### src/rtl/core_lsu_pkg.sv
// Shared constants and types for the load/store unit: control-field layout,
// access-size codes, FSM state encoding and the byte-enable mask helper.
package core_lsu_pkg;

    localparam int LSU_CTRL_WIDTH = 4;
    localparam int LSU_STORE_BIT  = 3;
    localparam int LSU_UNS_BIT    = 2;

    localparam logic [1:0] LSU_B = 2'b00;
    localparam logic [1:0] LSU_H = 2'b01;
    localparam logic [1:0] LSU_W = 2'b10;
    localparam logic [1:0] LSU_D = 2'b11;

    typedef enum logic [1:0] {
        ST_IDLE,
        ST_REQ,
        ST_WAIT,
        ST_RESP
    } lsu_state_e;

    // Byte-enable pattern for an access of the given size at lane 0.
    function automatic logic [7:0] size_mask(input logic [1:0] size);
        logic [7:0] mask;
        case (size)
            LSU_B:   mask = 8'h01;
            LSU_H:   mask = 8'h03;
            LSU_W:   mask = 8'h0F;
            default: mask = 8'hFF;
        endcase
        return mask;
    endfunction

endpackage

### src/rtl/core_lsu_align.sv
// Combinational lane logic for the LSU: store data/strobe placement and the
// misalignment test on the incoming request, plus load extraction/extension
// on the returning doubleword.
module core_lsu_align
    import core_lsu_pkg::*;
#(
    parameter int XLEN = 64
) (
    // request side (execute-stage inputs)
    input  logic [1:0]      req_size_i,
    input  logic [2:0]      req_off_i,
    input  logic [XLEN-1:0] req_wdata_i,
    output logic [XLEN-1:0] st_wdata_o,
    output logic [7:0]      st_wstrb_o,
    output logic            misalign_o,
    // load side (registered access info plus memory read data)
    input  logic [1:0]      ld_size_i,
    input  logic            ld_uns_i,
    input  logic [2:0]      ld_off_i,
    input  logic [XLEN-1:0] ld_rdata_i,
    output logic [XLEN-1:0] ld_data_o
);

    logic [XLEN-1:0] ld_shifted;

    // Store lanes: move data and strobe up to the addressed byte offset.
    always_comb begin
        st_wdata_o = req_wdata_i << {req_off_i, 3'b000};
        st_wstrb_o = size_mask(req_size_i) << req_off_i;
    end

    // Natural alignment test; byte accesses can never be misaligned.
    always_comb begin
        case (req_size_i)
            LSU_H:   misalign_o = req_off_i[0];
            LSU_W:   misalign_o = |req_off_i[1:0];
            LSU_D:   misalign_o = |req_off_i;
            default: misalign_o = 1'b0;
        endcase
    end

    // Load extraction: right-align the addressed lanes, then extend.
    // Doubleword loads ignore the unsigned bit.
    always_comb begin
        ld_shifted = ld_rdata_i >> {ld_off_i, 3'b000};
        case (ld_size_i)
            LSU_B:   ld_data_o = {{(XLEN-8){ld_shifted[7] & ~ld_uns_i}}, ld_shifted[7:0]};
            LSU_H:   ld_data_o = {{(XLEN-16){ld_shifted[15] & ~ld_uns_i}}, ld_shifted[15:0]};
            LSU_W:   ld_data_o = {{(XLEN-32){ld_shifted[31] & ~ld_uns_i}}, ld_shifted[31:0]};
            default: ld_data_o = ld_shifted;
        endcase
    end

endmodule

### src/rtl/core_lsu.sv
// Load/store unit for the memory stage. Runs one aligned access at a time on
// a 64-bit request/grant/response memory port; misaligned accesses complete
// immediately with a flag and never reach memory.
module core_lsu
    import core_lsu_pkg::*;
#(
    parameter int XLEN = 64
) (
    input  logic                      clk,
    input  logic                      rst_n,
    input  logic                      req_valid_i,
    output logic                      req_ready_o,
    input  logic [LSU_CTRL_WIDTH-1:0] lsu_ctrl_i,
    input  logic [XLEN-1:0]           addr_i,
    input  logic [XLEN-1:0]           wdata_i,
    output logic                      resp_valid_o,
    output logic [XLEN-1:0]           rdata_o,
    output logic                      misalign_o,
    output logic                      mem_req_o,
    output logic                      mem_we_o,
    output logic [XLEN-1:0]           mem_addr_o,
    output logic [XLEN-1:0]           mem_wdata_o,
    output logic [7:0]                mem_wstrb_o,
    input  logic                      mem_gnt_i,
    input  logic                      mem_rvalid_i,
    input  logic [XLEN-1:0]           mem_rdata_i
);

    lsu_state_e      state_q, state_d;
    logic [1:0]      ld_size_q, ld_size_d;
    logic            ld_uns_q, ld_uns_d;
    logic [2:0]      off_q, off_d;
    logic [XLEN-1:0] rdata_q, rdata_d;
    logic            misalign_q, misalign_d;
    logic            mem_req_q, mem_req_d;
    logic            mem_we_q, mem_we_d;
    logic [XLEN-1:0] mem_addr_q, mem_addr_d;
    logic [XLEN-1:0] mem_wdata_q, mem_wdata_d;
    logic [7:0]      mem_wstrb_q, mem_wstrb_d;

    logic [XLEN-1:0] st_wdata;
    logic [7:0]      st_wstrb;
    logic            req_misalign;
    logic [XLEN-1:0] ld_data;
    logic            req_is_store;

    assign req_is_store = lsu_ctrl_i[LSU_STORE_BIT];

    core_lsu_align #(
        .XLEN (XLEN)
    ) u_align (
        .req_size_i  (lsu_ctrl_i[1:0]),
        .req_off_i   (addr_i[2:0]),
        .req_wdata_i (wdata_i),
        .st_wdata_o  (st_wdata),
        .st_wstrb_o  (st_wstrb),
        .misalign_o  (req_misalign),
        .ld_size_i   (ld_size_q),
        .ld_uns_i    (ld_uns_q),
        .ld_off_i    (off_q),
        .ld_rdata_i  (mem_rdata_i),
        .ld_data_o   (ld_data)
    );

    // Next-state and next-register values for the access FSM.
    always_comb begin
        // NOTE: every signal gets a default here so no path leaves it unassigned (no latches).
        state_d     = state_q;
        ld_size_d   = ld_size_q;
        ld_uns_d    = ld_uns_q;
        off_d       = off_q;
        rdata_d     = rdata_q;
        misalign_d  = misalign_q;
        mem_req_d   = mem_req_q;
        mem_we_d    = mem_we_q;
        mem_addr_d  = mem_addr_q;
        mem_wdata_d = mem_wdata_q;
        mem_wstrb_d = mem_wstrb_q;

        case (state_q)
            ST_IDLE: begin
                if (req_valid_i) begin
                    ld_size_d  = lsu_ctrl_i[1:0];
                    ld_uns_d   = lsu_ctrl_i[LSU_UNS_BIT];
                    off_d      = addr_i[2:0];
                    rdata_d    = '0;
                    misalign_d = req_misalign;
                    if (req_misalign) begin
                        state_d = ST_RESP;
                    end else begin
                        state_d     = ST_REQ;
                        mem_req_d   = 1'b1;
                        mem_we_d    = req_is_store;
                        mem_addr_d  = {addr_i[XLEN-1:3], 3'b000};
                        mem_wdata_d = req_is_store ? st_wdata : '0;
                        mem_wstrb_d = req_is_store ? st_wstrb : 8'h00;
                    end
                end
            end
            ST_REQ: begin
                // Read data arriving before the grant is not ours; ignore it.
                if (mem_gnt_i) begin
                    mem_req_d = 1'b0;
                    state_d   = mem_we_q ? ST_RESP : ST_WAIT;
                end
            end
            ST_WAIT: begin
                if (mem_rvalid_i) begin
                    rdata_d = ld_data;
                    state_d = ST_RESP;
                end
            end
            default: begin
                state_d = ST_IDLE;
            end
        endcase
    end

    // State and datapath registers with synchronous active-low reset.
    always_ff @(posedge clk) begin
        // NOTE: sequential state uses non-blocking assignments so all registers update together.
        if (!rst_n) begin
            state_q     <= ST_IDLE;
            ld_size_q   <= LSU_B;
            ld_uns_q    <= 1'b0;
            off_q       <= 3'd0;
            rdata_q     <= '0;
            misalign_q  <= 1'b0;
            mem_req_q   <= 1'b0;
            mem_we_q    <= 1'b0;
            mem_addr_q  <= '0;
            mem_wdata_q <= '0;
            mem_wstrb_q <= 8'h00;
        end else begin
            state_q     <= state_d;
            ld_size_q   <= ld_size_d;
            ld_uns_q    <= ld_uns_d;
            off_q       <= off_d;
            rdata_q     <= rdata_d;
            misalign_q  <= misalign_d;
            mem_req_q   <= mem_req_d;
            mem_we_q    <= mem_we_d;
            mem_addr_q  <= mem_addr_d;
            mem_wdata_q <= mem_wdata_d;
            mem_wstrb_q <= mem_wstrb_d;
        end
    end

    // Handshake outputs decode from state only; data outputs are registers.
    always_comb begin
        req_ready_o  = (state_q == ST_IDLE);
        resp_valid_o = (state_q == ST_RESP);
        rdata_o      = rdata_q;
        misalign_o   = misalign_q;
        mem_req_o    = mem_req_q;
        mem_we_o     = mem_we_q;
        mem_addr_o   = mem_addr_q;
        mem_wdata_o  = mem_wdata_q;
        mem_wstrb_o  = mem_wstrb_q;
    end

endmodule

### config.mk
export PLATFORM = sky130hd
export DESIGN_NAME = core_lsu
export DESIGN_NICKNAME = d
export VERILOG_FILES = /design/src/rtl/core_lsu_pkg.sv /design/src/rtl/core_lsu_align.sv /design/src/rtl/core_lsu.sv
export SDC_FILE = /design/constraint.sdc
export NUM_CORES = 1
export LEC_CHECK = 0
export ABC_AREA = 1
export BUFFER_PORTS_ARGS = -buffer_cell sky130_fd_sc_hd__buf_2
export CORE_UTILIZATION = 45
export CTS_CLUSTER_DIAMETER = 200
export DETAILED_ROUTE_END_ITERATION = 10
export PLACE_DENSITY = 0.77
export REMOVE_ABC_BUFFERS = 1
export SLEW_MARGIN = 30
export SYNTH_ARGS = -nofsm -noshare
export SYNTH_HDL_FRONTEND = slang
export SYNTH_SLANG_ARGS = --single-unit
### constraint.sdc
create_clock -name clk -period 2 [get_ports clk]
set_input_delay 0.2 -clock clk [delete_from_list [all_inputs] [get_ports clk]]
set_output_delay 0.2 -clock clk [all_outputs]
set_load 0.005 [all_outputs]
==> run metrics, run 1 <==
status=complete, no violations; met3 global-route usage=0.0750; met2 Use GR=0.545; slowest cell delay on critical path=around 0.36 ns; clk slew on worst S/H paths=~0.070 ns; Rows=57; Die ar.=approximately 25000 um^2; total clock sinks=around 210; Residual DRC=0; ANT nets after route=0; Initial Utilization=0.459; # fillers=approximately 2200; post-layout min period=1.85 ns; Root Driver=clkbuf_16; vias in the first global route=12922; CP required=between 2 and 2.5 ns; Syn Inst Count=1725; worst-path maximum fanout=35; Data arrival, critical path=roughly 2.3 ns; worst skew pair latency=roughly 0.53 ns; total CTS buffers=24; CP cell instances=clkinv_2, buf_12, nand3_1, nand3_1, nand3_2, buf_4, nand3_1, nand2_1, a21oi_1; total wire length=between 40000 and 50000 um; nets=about 2300; CP Capture Type=flip-flop; cell area after synthesis=roughly 11000 um^2; Least-Margin Pin Slew=about 0.58 ns; fmax=approximately 540 MHz; Top FF cell, synth=dfxtp_1; DP Worst Slack=around 0.080 ns; Yosys reg bits=between 200 and 250; Layout area overhead=35.0%; Peak supply drop=between 0.6 and 0.7 mV; RSZ-0062 raised after global routing=false; DR WL/cell=~17 um; H-tree depth=1; clock buffer depth=3; ys async rst share=0; 1st-iter DRT viols=roughly 1300; Tcrit/Tclk final=0.925; endpoints failing setup=0; antenna violations before repair=8; register area share after synthesis=0.373; most frequent CP cell=nand3_1; core region area=24300 um^2; Final Hold Viols=0; gr busiest metal=met2; synth warn=0; HP Class=input port to flip-flop; Global Route Usage Sum=0.326; GP Congestion=0.973; first-pass GRT wire length=between 60000 and 70000 um; Yosys cell types=40; Port Buf Inserts=about 400; routed vias=13662; share of layout cells above drive strength 1=0.246; largest net degree at the start of global routing=just over 80; GR Layer Usage met1=0.385; drt pass-1 iters=6; total power=between 10000 and 15000 uW; die height=160 um; Worst setup SP type=flip-flop; Post-synth EDFFs=0; CTS tree=yes; total of max-cap violations=0; worst setup margin=about 0.15 ns; post-detail-place hpwl=slightly below 30000 um; GRT Residual Overflow=0; routed vias/inst=about 5.5; Die Span X=between 150 and 200 um; Rel. slew slack=0.615; fin. max-slew vios=0; Fin Clk Skew=0.0197 ns; io pins=slightly above 400; Slowest-stage cell, CP=dfxtp_2; static leakage=~0.0072 uW; setup bufs post-CTS=0; critical path class=flip-flop to flip-flop; pwr/cell area=approximately 990 nW/um^2; syn_area_per_cell=between 6 and 7 um^2
-- flip-flops by register name (all words and copies together) (netlist names) --
signal	flops
mem_wdata_o	64
rdata_o	64
mem_addr_o	61
mem_wstrb_o	8
off_q	3
ld_size_q	2
state_q	2
ld_uns_q	1
mem_req_o	1
mem_we_o	1
misalign_o	1
-- report_power, final --
part	internal, uW	leakage (uW)	switching, uW
combinational	1960	0.00513	3560
sequential	4550	0.00169	268
clock	2830	0.000407	1810
-- timing repair --
item,in CTS,in global routing
endpoints found under the setup margin,0,80
hold endpoints to repair,70,0
hold buffers,70,0
gates resized for setup,0,11
-- layout by cell type, fill, tap and decap left out, types with 3 or more instances in the layout --
master and count:
inv_2 7, clkbuf_1 6, clkinv_2 6, o21ai_1 7
o21ai_0 160, clkbuf_16 24, clkbuf_8 6, conb_1 3
nor3_1 6, nor2_1 73, nand3_1 137, inv_1 58
bufinv_16 3, mux2i_1 7, buf_4 40, dfxtp_2 3
a21oi_1 197, a22oi_1 14, o211ai_1 69, buf_2 402
o31ai_1 4, ha_1 3, buf_12 13, dlygate4sd3_1 70
diode_2 7, or2_2 8, nand2_1 591, dfxtp_1 205
nand2_2 4
-- logic make-up after synthesis --
kind of cell	after synthesis	share of synthesized area
AOI/OAI and AO/OA	456	0.225
other	1	0.000336
DFF	208	0.373
and+or+nand+nor	833	0.307
buffers and inverters	216	0.0844
muxes	7	0.00627
adders and majority gates	4	0.00448
-- layer usage --
metal	share of wire	vias up
met5	0.00030	-
met3	0.092	149
met4	0.057	2
met1	0.39	6199
li1	-	6563
met2	0.47	749
-- stage by stage --
step           instance area, um^2  setup TNS, ns   util  hold WS [ns]  instances
2_1_floorplan                10500        -158.45      -         0.326       1583
3_3_place_gp                 13500              0  0.555         0.433       2363
3_5_place_dp                 13500              0  0.555         0.437       2363
4_1_cts                      15000              0  0.618        0.0180       2477
5_1_grt                      15100              0  0.620        0.0616       2483
6_report                     15100              0  0.620        0.0376       2484
-- cells in the mapped netlist, types with 2 or more instances --
master	n	area, um^2
inv_1	60	225
ha_1	4	50.1
o211ai_1	69	518
inv_2	8	30.0
buf_4	9	67.6
dfxtp_1	208	4160
and2_0	2	12.5
buf_6	3	33.8
o21ai_1	5	25.0
nand4_1	2	12.5
o2111ai_1	2	17.5
buf_2	56	280
clkbuf_1	61	229
a21oi_1	197	986
nor3_1	6	30.0
nand2_2	5	31.3
buf_1	14	52.6
o21ai_0	162	811
a22oi_1	14	105
nand3_1	137	686
o31ai_1	4	30.0
and2_1	2	12.5
nor2_4	2	22.5
nor2_1	73	274
clkinv_1	2	7.51
mux2i_1	7	70.1
or2_2	8	50.1
nand2_1	591	2220
-- final timing paths --
path | from | to | slack (ns) | cells after the start
worst max-delay path | off_q[0] | rdata_o[22] | 0.15 | 9
worst min-delay path | rst_n | ld_uns_q | 0.04 | 3
worst max register to register | off_q[0] | rdata_o[22] | 0.15 | 9
worst min register to register | mem_wdata_o[25] | mem_wdata_o[25] | 0.45 | 2
-- layout make-up --
| class | count | area, um^2 | share of cell area |
|---|---|---|---|
| inverters | 72 | 279 | 0.0185 |
| clock inverters | 8 | 129 | 0.00855 |
| flip-flops and latches | 208 | 4170 | 0.276 |
| well taps | 324 | 405 | 0.0269 |
| diodes | 7 | 17.5 | 0.00116 |
| clock buffers | 36 | 706 | 0.0468 |
| multi-input cells | 1303 | 6090 | 0.404 |
| repair buffers | 526 | 3280 | 0.218 |
-- worst max-delay path, delay by kind of cell (launching register included) --
family	cells	cell delay, ns
compound gates	1	0.05
simple gates	5	0.60
buf+inv	3	0.71
flops	1	0.36
Note: power is estimated with default switching activity, not from simulation.
==> inputs of run 2 (changes only) <==
--- a/config.mk
+++ b/config.mk
@@ -10,6 +10,7 @@
 export CORE_UTILIZATION = 45
 export CTS_CLUSTER_DIAMETER = 200
 export DETAILED_ROUTE_END_ITERATION = 10
+export MAX_ROUTING_LAYER = met4
 export PLACE_DENSITY = 0.77
 export REMOVE_ABC_BUFFERS = 1
 export SLEW_MARGIN = 30
==> run 2 against run 1 <==
First-iteration DRC count is 4.9% higher. Critical endpoint is now rdata_o[27]. Highest routed layer is now met4. Critical path depth is the same. Largest cell class unchanged. Core utilization grew 0.35 points. Register-to-register slack barely moved.
==> run metrics, run 2 (synthesis gave the netlist of run 1 again) <==
pwr/cell area=1010 nW/um^2 (+1.2%); WHS=0.0546 ns (+0.0170 ns); Die Span X=160 um (unchanged); Fin Clk Skew=0.00918 ns (-0.0105 ns); status=complete, no violations; DP Area=13500 um^2 (about the same); endpoints failing setup=0 (unchanged); H-tree depth=1 (unchanged); share of layout cells above drive strength 1=0.248 (+0.00221); commonest cells after routing, fill and taps aside=nand2_1 (591), buf_2 (402), dfxtp_1 (205); HP Class=input port to flip-flop; worst-path maximum fanout=35 (unchanged); Layout area overhead=35.7%; 1st-iter DRT viols=1339 (+4.9%); Rows=57 (unchanged); Setup TNS=0 ns (unchanged); routed vias=13756 (+0.69%); commonest non-fill, non-tap cell in the layout=nand2_1; Tcrit/Tclk final=0.931 (+0.00557); Data arrival, critical path=2.25 ns (about the same); share of power burned in registers=0.316 (-0.006); total clock sinks=208 (unchanged); post-layout min period=1.86 ns (+0.0111 ns); RSZ-0062 raised after global routing=true; Internal Power=9520 uW (+2.1%); clock buffer depth=3 (unchanged); Final Hold Viols=0 (unchanged); clock share of power=0.315 (+0.005); switch share=0.375 (-0.00159); combinational share of power=0.369 (about the same); drt pass-1 iters=6 (unchanged); Residual DRC=0 (unchanged); Global Route Usage Sum=0.338 (+0.0122); R2R setup slack=0.14 ns (about the same); die height=160 um (unchanged); first-pass GRT wire length=67900 um (+0.58%); largest net degree at the start of global routing=83 (unchanged); worst skew pair latency=0.52 ns (about the same); Port Buf Inserts=402 (unchanged); vias in the first global route=12941 (+0.15%); static leakage=0.00726 uW (+0.56%); fin. max-slew vios=0 (unchanged); GRT Residual Overflow=0 (unchanged); Peak supply drop=0.576 mV (-17%); total of max-cap violations=0 (unchanged); antenna violations before repair=6 (-2); ANT nets after route=0 (unchanged); Worst setup SP type=flip-flop; Initial Utilization=0.459 (unchanged); CP Capture Type=flip-flop; CTS tree=yes; CP required=2.39 ns (about the same); Root Driver=clkbuf_16; Net Switching=5720 uW (+1.4%); nets=2345 (+0.21%); GP Congestion=0.975 (+0.24%); clk slew on worst S/H paths=0.06 ns (about the same); post-detail-place hpwl=29900 um (+1.2%); core region area=24300 um^2 (unchanged); Die ar.=25500 um^2 (unchanged); Rel. slew slack=0.614 (-0.00175); total CTS buffers=24 (unchanged); final instance area=15200 um^2 (+0.57%); total wire length=43400 um (+1.4%); routed vias/inst=5.53 (+0.53%); DR WL/cell=17.4 um (+1.2%); critical path class=flip-flop to flip-flop; fmax=537 MHz (-0.60%); Least-Margin Pin Slew=0.580 ns (+0.00262 ns); io pins=406 (unchanged)
-- run 2: cell types whose count changed in the layout (fill, tap and decap cells not counted), sizes merged, moves of 2 or more --
cell,previous run,this run
buf,456,460
clkbuf,36,32
clkinvlp,1,3
inv,67,69
-- run 2: worst paths after layout --
check,start,endpoint,cells past startpoint
worst min-delay path,lsu_ctrl_i[0],ld_size_q[0],3
worst min register to register,mem_wdata_o[25],mem_wdata_o[25],2
worst max-delay path,off_q[0],rdata_o[27],9
worst max register to register,off_q[0],rdata_o[27],9
-- run 2: power groups by stage --
stage | Clock, uW | Sequential [uW] | Combinational (uW)
6_report | 4800 | 4820 | 5620
5_1_grt | 5030 | 4850 | 6190
4_1_cts | 4840 | 4790 | 5460
3_5_place_dp | 0 | 4880 | 5310
3_3_place_gp | 0 | 4870 | 5280
2_1_floorplan | 0 | 4990 | 2850
-- run 2: layer usage --
| metal | routed length [um] | track usage |
|---|---|---|
| met1 | 16900 | 0.398 |
| met2 | 20200 | 0.548 |
| met3 | 4030 | 0.0649 |
| met4 | 2300 | 0.175 |
| met5 | 0 | - |
-- run 2: through the flow --
step | util | setup slack, ns | std cells | total power, uW
floorplan | - | -1.46 | 1583 | 7840
global placement | 0.555 | 0.119 | 2366 | 10100
detailed placement | 0.555 | 0.0686 | 2366 | 10200
CTS | 0.620 | 0.0679 | 2480 | 15100
global route | 0.623 | -0.0195 | 2488 | 16100
finish | 0.623 | 0.138 | 2488 | 15200
-- run 2: final cells by class --
class | count | area (um^2)
clock buffers | 32 | 692
diodes | 6 | 15.0
inverters | 72 | 280
fillers | 2195 | 9160
well taps | 324 | 405
flip-flops and latches | 208 | 4170
multi-input cells | 1304 | 6100
repair buffers | 530 | 3320
clock inverters | 12 | 175
-- run 2: critical path, cell delays in order, from the launching register on --
cell      delay [ns]
dfxtp_2         0.34
clkinv_2        0.19
buf_12          0.25
nand3_1         0.10
nand3_1         0.13
nand3_2         0.18
buf_4           0.28
nand3_1         0.11
nand2_1         0.09
a21oi_1         0.06
-- run 2: timing repair --
action / in CTS / in global routing
hold endpoints to repair: 70 / 0
hold buffers: 70 / 0
resized for setup: 0 / 13
endpoints found under the setup margin: 0 / 82
buffers inserted: 0 / 1
